### src/rtl/calc_operand_entry.sv
// Keypad front-end of the 4-bit calculator: gathers operand A, an operator and
// operand B from key events and issues them to the arithmetic unit via valid/ready.
module calc_operand_entry #(
   parameter int WIDTH    = 4,
   parameter bit DEC_ONLY = 1'b1
) (
   input  logic             clk,
   input  logic             rst,
   input  logic             key_valid,
   input  logic             key_is_op,
   input  logic [3:0]       key_value,
   input  logic             op_ready,
   output logic             op_valid,
   output logic [WIDTH-1:0] multiplicand,
   output logic [WIDTH-1:0] multiplier,
   output logic [1:0]       op_sel,
   output logic [WIDTH-1:0] disp_value,
   output logic             entry_err,
   output logic [1:0]       entry_state
);

   localparam logic [1:0] ST_A     = 2'd0;
   localparam logic [1:0] ST_OP    = 2'd1;
   localparam logic [1:0] ST_B     = 2'd2;
   localparam logic [1:0] ST_ISSUE = 2'd3;

   localparam logic [3:0] K_EQ  = 4'd3;
   localparam logic [3:0] K_CLR = 4'd4;

   function automatic logic digit_ok(input logic [3:0] v);
      if (DEC_ONLY)
         return v <= 4'd9;
      return 32'(v) < (32'd1 << WIDTH);
   endfunction

   function automatic logic [WIDTH-1:0] to_operand(input logic [3:0] v);
      return WIDTH'(v);
   endfunction

   logic             a_set, b_set;
   logic [1:0]       state_nx;
   logic             a_set_nx, b_set_nx, op_valid_nx, entry_err_nx;
   logic [WIDTH-1:0] multiplicand_nx, multiplier_nx, disp_value_nx;
   logic [1:0]       op_sel_nx;

   logic digit_evt, arith_evt, eq_evt, clr_evt, fire;

   assign digit_evt = key_valid && !key_is_op && digit_ok(key_value);
   assign arith_evt = key_valid && key_is_op && (key_value <= 4'd2);
   assign eq_evt    = key_valid && key_is_op && (key_value == K_EQ);
   assign clr_evt   = key_valid && key_is_op && (key_value == K_CLR);
   assign fire      = op_valid && op_ready;

   always_comb begin
      state_nx        = entry_state;
      a_set_nx        = a_set;
      b_set_nx        = b_set;
      op_valid_nx     = op_valid;
      entry_err_nx    = entry_err;
      multiplicand_nx = multiplicand;
      multiplier_nx   = multiplier;
      op_sel_nx       = op_sel;

      case (entry_state)
         ST_A: begin
            if (digit_evt) begin
               multiplicand_nx = to_operand(key_value);
               a_set_nx        = 1'b1;
               state_nx        = ST_OP;
            end else if (arith_evt || eq_evt) begin
               entry_err_nx = 1'b1;
            end
         end
         ST_OP: begin
            if (digit_evt) begin
               multiplicand_nx = to_operand(key_value);
            end else if (arith_evt) begin
               op_sel_nx = key_value[1:0];
               state_nx  = ST_B;
            end else if (eq_evt) begin
               entry_err_nx = 1'b1;
            end
         end
         ST_B: begin
            if (digit_evt) begin
               multiplier_nx = to_operand(key_value);
               b_set_nx      = 1'b1;
            end else if (arith_evt) begin
               // Operator may be changed only until operand B has been keyed
               if (b_set)
                  entry_err_nx = 1'b1;
               else
                  op_sel_nx = key_value[1:0];
            end else if (eq_evt) begin
               if (b_set) begin
                  op_valid_nx = 1'b1;
                  state_nx    = ST_ISSUE;
               end else begin
                  entry_err_nx = 1'b1;
               end
            end
         end
         default: begin
            if (fire) begin
               op_valid_nx = 1'b0;
               a_set_nx    = 1'b0;
               b_set_nx    = 1'b0;
               state_nx    = ST_A;
            end
         end
      endcase

      // Clear wins over everything; a same-cycle handshake has already transferred
      if (clr_evt) begin
         state_nx        = ST_A;
         a_set_nx        = 1'b0;
         b_set_nx        = 1'b0;
         op_valid_nx     = 1'b0;
         entry_err_nx    = 1'b0;
         multiplicand_nx = '0;
         multiplier_nx   = '0;
         op_sel_nx       = 2'd0;
      end

      disp_value_nx = (state_nx == ST_A || state_nx == ST_OP) ? multiplicand_nx : multiplier_nx;
   end

   always_ff @(posedge clk) begin
      if (rst) begin
         entry_state  <= ST_A;
         a_set        <= 1'b0;
         b_set        <= 1'b0;
         op_valid     <= 1'b0;
         entry_err    <= 1'b0;
         multiplicand <= '0;
         multiplier   <= '0;
         op_sel       <= 2'd0;
         disp_value   <= '0;
      end else begin
         entry_state  <= state_nx;
         a_set        <= a_set_nx;
         b_set        <= b_set_nx;
         op_valid     <= op_valid_nx;
         entry_err    <= entry_err_nx;
         multiplicand <= multiplicand_nx;
         multiplier   <= multiplier_nx;
         op_sel       <= op_sel_nx;
         disp_value   <= disp_value_nx;
      end
   end

endmodule

### config.mk
export PLATFORM = sky130hd
export DESIGN_NAME = calc_operand_entry
export DESIGN_NICKNAME = d
export VERILOG_FILES = /design/src/rtl/calc_operand_entry.sv
export SDC_FILE = /design/constraint.sdc
export NUM_CORES = 1
export LEC_CHECK = 0
export CAP_MARGIN = 40
export CORE_UTILIZATION = 46
export DETAILED_ROUTE_END_ITERATION = 10
export GPL_ROUTABILITY_DRIVEN = 0
export GPL_TIMING_DRIVEN = 0
export PLACE_DENSITY = 0.78
export SYNTH_ARGS = -nofsm -noshare
export SYNTH_HDL_FRONTEND = slang
export SYNTH_SLANG_ARGS = --single-unit
### constraint.sdc
create_clock -name clk -period 2.2 [get_ports clk]
set_clock_uncertainty 0.05 [all_clocks]
set_input_delay 0.22 -clock clk [delete_from_list [all_inputs] [get_ports clk]]
set_output_delay 0.22 -clock clk [all_outputs]
set_load 0.05 [all_outputs]
* Word level (Yosys, flattened, before mapping)
Index checks and enable logic that the tools add are counted.
** Storage, ports and cells
- Register bits :: 19
- Latch bits :: 0
- RAM bits :: 0
- Memory bits (read-only) :: 0
- Output and inout port bits :: 18
- Logic and storage cells :: 94
- Memories :: 0
** Operators by class
- Add/subtract/negate cells :: 0
- Multipliers :: 0
- Div/mod/pow operators :: 0
- Order comparisons :: 2
- Equality and inequality tests :: 21
- Shift-type cells :: 0
- Muxes and demuxes :: 41
- Bitwise gates (word level) :: 1
- Reduce and logical (&&, ||, !) cells :: 21
** Operator list (count)
- 2-bit 2-to-1 mux :: 14
- 4-bit 2-to-1 mux :: 7
- 2-bit != test (second input constant) :: 13
- 1-bit 2-to-1 mux :: 15
- 6-bit AND reduction :: 2
- 10-bit AND reduction :: 1
- 3-bit != test (second input constant) :: 3
- 1-bit logical AND :: 7
- 2-bit case mux with 3 select lines :: 1
- 2-bit by 1-bit equality test with 1-bit output (second input constant) :: 2
- 4-bit by 2-bit equality test with 1-bit output (second input constant) :: 1
- 4-bit by 3-bit equality test with 1-bit output (second input constant) :: 1
- 4-bit by 2-bit <= comparator with 1-bit output (second input constant) :: 1
- 4-bit <= comparator (second input constant) :: 1
- 2-bit zero test :: 2
- 1-bit case mux with 2 select lines :: 2
- 2-bit case mux with 2 select lines :: 1
- 2-bit nonzero test :: 2
- 2-bit OR reduction :: 2
- 1-bit case mux with 3 select lines :: 1
- 3-bit AND reduction :: 1
- 3-bit nonzero test :: 1
- 2-bit equality test (second input constant) :: 1
- 1-bit logical OR :: 2
- 2 further kinds :: 2

* Longest topological paths before layout
- Depth after elaboration :: 10
- Depth in mapped cells :: 7

* Worst setup path before layout
OpenSTA, ideal clock, no wires.
- Kind :: flip-flop to flip-flop
- Start :: register entry_state[0]
- End :: register disp_value[2]
- Setup time :: 0.117 ns
- Data arrival time :: 2.121 ns
- Slack :: -0.088 ns
- Cell stages (with the launch flop) :: 7
- Buffers on the path :: 0
- Clock period less this slack :: 2.288 ns
- Cell sequence :: dfxtp_1 > inv_1 > ha_1 > o21a_1 > a311o_1 > o311a_4 > o22a_1
** On the way
- Word-level cells in the longest chain between the ends :: 9
- Elaborated cells between the ends (all ways) :: 22
- Classes of those cells :: 3 x eq/ne; 15 x mux; 4 x reduce/logical
** Ends and longest elaborated chain
- start: declaration :: RTL line 19 : output logic [1:0] entry_state
- start signal: assignment :: RTL line 140 : entry_state <= state_nx;
- 2-bit 2-to-1 mux :: RTL line 95 : if (b_set) begin
- 2-bit 2-to-1 mux :: RTL line 94 : end else if (eq_evt) begin
- 2-bit 2-to-1 mux :: RTL line 88 : end else if (arith_evt) begin
- 2-bit 2-to-1 mux :: RTL line 85 : if (digit_evt) begin
- 2-bit case mux with 3 select lines :: RTL line 64 : case (entry_state)
- 2-bit 2-to-1 mux :: RTL line 114 : if (clr_evt) begin
- 2-bit by 1-bit equality test with 1-bit output / 2-bit zero test (equally long branches) :: RTL line 125 : disp_value_nx = (state_nx == ST_A || state_nx == ST_OP) ? multiplicand_nx : multiplier_nx;
- 1-bit logical OR :: RTL line 125
- 4-bit 2-to-1 mux * :: RTL line 125
- end signal: assignment :: RTL line 148 : disp_value <= disp_value_nx;
- end: declaration :: RTL line 17 : output logic [WIDTH-1:0] disp_value,
Mark *: on every way between the ends. The rest lies on a longest branch, timed or not.
A chain may end at the register's enable or synchronous reset.

* Final worst setup path
- Start :: register entry_state[0]
- End :: register disp_value[1]
The elaborated chain is that of the path after synthesis.

==> summary.txt <==
Status
  – Status: completed

Global route
  – Pin count of the biggest net entering global routing: 12
  – Total GRT Usage: a little under a quarter
  – Grt ovf: 0
  – Vias in the first global route: between 900 and 1000
  – First-pass GRT wire length: about 4500 um
  – Antenna violations before repair: 0

Timing
  – Setup violators final: 0
  – Post-route setup slack: 0.130 ns
  – Hold violation total from the final report: 0
  – Crit share post-route: 94.1%
  – Relative slew slack: roughly two thirds
  – Fin. max-slew vios: 0
  – Setup Total Neg Slack: 0 ns
  – Tightest Pin Transition: approximately 0.51 ns
  – RSZ-0062 raised after global routing: false
  – Fmax: about 0.48 GHz
  – Final hold slack: approximately 0.17 ns
  – Post-route minimum period: 2.07 ns

Routing
  – Top sig layer: met4
  – Via density: between 6 and 7
  – Remaining routing DRC violations: 0
  – Met3 routed WL: 191 um
  – DR WL met2: between 1000 and 1500 um
  – Post-route ant nets: 0
  – Initial DRC count: 46
  – Met1 Wirelength: approximately 1200 um
  – DRT Pass-1 Iters: 4
  – Post-DR wirelength/cell: between 15 and 20 um
  – Final wirelength: about 2700 um
  – Vias: roughly 1100

Die
  – DIE AREA: ~0.0025 sq mm
  – Num rows: 16
  – Core Footprint: between 0.002 and 0.0025 sq mm
  – Initial Utilization: about 50%
  – Die Y: between 40 and 50 um
  – Die Wd: approximately 50 um
  – Ports: 27

Yosys
  – Synthesized Nets: approximately 130
  – Cell taking the most area after synthesis: dfxtp_1
  – Seq/Total Area, Yosys: ~36%
  – Ys Warns: 0
  – Share of the synthesized area in the top cell type: between 30 and 40%
  – Ranking of synthesized cells by area: dfxtp_1 (36%), a21oi_1 (6.2%), o31ai_1 (5.7%)
  – Distinct cell type count after synthesis: 35
  – Syn_area_per_cell: between 8 and 9 sq um
  – Seq cells post-synth: 19
  – Mapped Cells: between 100 and 150
  – Synth Cell Area: about 0.0011 sq mm

CTS
  – Post_cts resized: 0
  – Total clock sinks: 19
  – CTS Buffer Depth: 2
  – CTS tree: done
  – Clk Latency, worst-skew pair: around 0.30 ns
  – Hold buffers post-CTS: 0
  – H-tree Lvls: 1
  – Setup Buffers After CTS: 0
  – CTS buffer count: 3
  – Root Driver: clkbuf_4
  – Clock slew at reported path FFs: approximately 0.12 ns

Power and ir drop
  – Worst VDD drop: between 0.5 and 0.6 mV
  – Final Power: just under 0.7 mW
  – Cell Pwr Density: 506 mW/mm^2
  – Pleak: 0.504 nW

Critical path
  – Critical Path AT: ~2.2 ns
  – CP Capture Type: register
  – CP Data Required Time: ~2.4 ns
  – Critical Path Fanout Max: 10
  – CP Launch Type: register
  – Crit path kind: reg -> reg

Final layout
  – Area growth from synthesis to layout: 29.7%
  – Final Core Density: between 60% and 70%
  – Final Instance Count excl. Fillers: 174
  – Commonest non-fill, non-tap cell in the layout: clkdlybuf4s50_1
  – Diodes inserted: 0
  – Final nets: about 160
  – Layout cells sized above 1: 10.9%
  – Fin area: roughly 0.0014 sq mm
  – Most frequent cells in the layout: clkdlybuf4s50_1 (25), dfxtp_1 (17), a21oi_1 (13), nand4_1 (8), o31ai_1 (8)

Placed design
  – Cells after DPL: between 150 and 200
  – IO Port Bufs: 25
  – Placed cell areas: 0.00134 sq mm
  – Final HPWL DP: a little under 2000 um
  – DP Worst Slack: 0.0333 ns

Worst hold path
  – Worst Hold Class: in -> reg

Flow run
  – Max-Cap Viols: 0
==> final timing paths <==
check	start	end	slack [ns]	cells past startpoint
worst max-delay path	entry_state[0]$_SDFF_PP0_	disp_value[1]$_SDFF_PP0_	0.13	7
worst min register to register	entry_err$_SDFFE_PP0P_	entry_err$_SDFFE_PP0P_	0.44	2
worst max register to register	entry_state[0]$_SDFF_PP0_	disp_value[1]$_SDFF_PP0_	0.13	7
worst min-delay path	key_value[1]	op_sel[1]$_SDFFE_PP0P_	0.17	3
==> cell type report <==
type	instances	area, sq um
fillers	168	691
multi-input cells	88	628
flip-flops and latches	19	383
repair buffers	25	250
plain buffers	7	33.8
well taps	27	33.8
clock buffers	3	22.5
inverters	4	15.0
clock inverters	1	5.00
==> report_power, final <==
part	internal [mW]	leakage [nW]	switching [mW]
combinational	0.0564	0.331	0.0946
sequential	0.354	0.155	0.00610
clock	0.0678	0.0177	0.114
total	0.479	0.504	0.215
==> metal layers <==
metal / track usage, % / up-vias
met5: 0 / -
met4: 9.52 / 0
met3: 3.09 / 4
met2: 37.8 / 53
met1: 32.5 / 508
li1: - / 510
==> Yosys cell counts <==
master,n
nand2_1,7
buf_6,1
o31ai_2,1
clkbuf_1,6
or2_2,1
o21ai_0,4
and2_1,2
ha_1,4
o31ai_1,8
o22a_1,4
o211ai_1,1
a31oi_1,2
a311o_1,1
mux2i_1,2
inv_1,4
and3_4,1
o311a_4,1
nor2_1,5
nand2b_1,1
nor4bb_4,1
and3_1,1
a21bo_2,1
nor3_1,1
dfxtp_1,19
and3_2,1
and4bb_1,1
nor2b_1,7
a2111oi_0,2
o21ai_2,1
o21a_1,2
a31o_2,1
a22oi_1,1
a21oi_1,13
a21o_1,2
nand4_1,8
==> worst max-delay path: stages (launching register included) <==
cell and delay, ns:
dfxtp_2 0.37, inv_1 0.08, ha_1 0.23, clkbuf_1 0.38, inv_1 0.20, o31ai_1 0.31
a21oi_1 0.14, o22a_1 0.21
==> sequential cells by signal, indices dropped and copies added, names as in the netlist <==
| signal | count |
|---|---|
| op_valid | 1 |
| disp_value | 4 |
| b_set | 1 |
| multiplier | 4 |
| multiplicand | 4 |
| entry_err | 1 |
| op_sel | 2 |
| entry_state | 2 |
==> cells by family (layout without fill, tap and decap cells) <==
family	after synthesis	count (layout)	synth area share [%]
flip-flops	19	19	36.0
buffers and inverters	11	40	4.61
AO/OA/AOI/OAI	45	45	30.9
adder cells (fa/ha/maj)	4	4	4.73
AND/OR/NAND/NOR	37	37	21.9
multiplexers	2	2	1.89
Note: power is estimated with default switching activity, not from simulation.
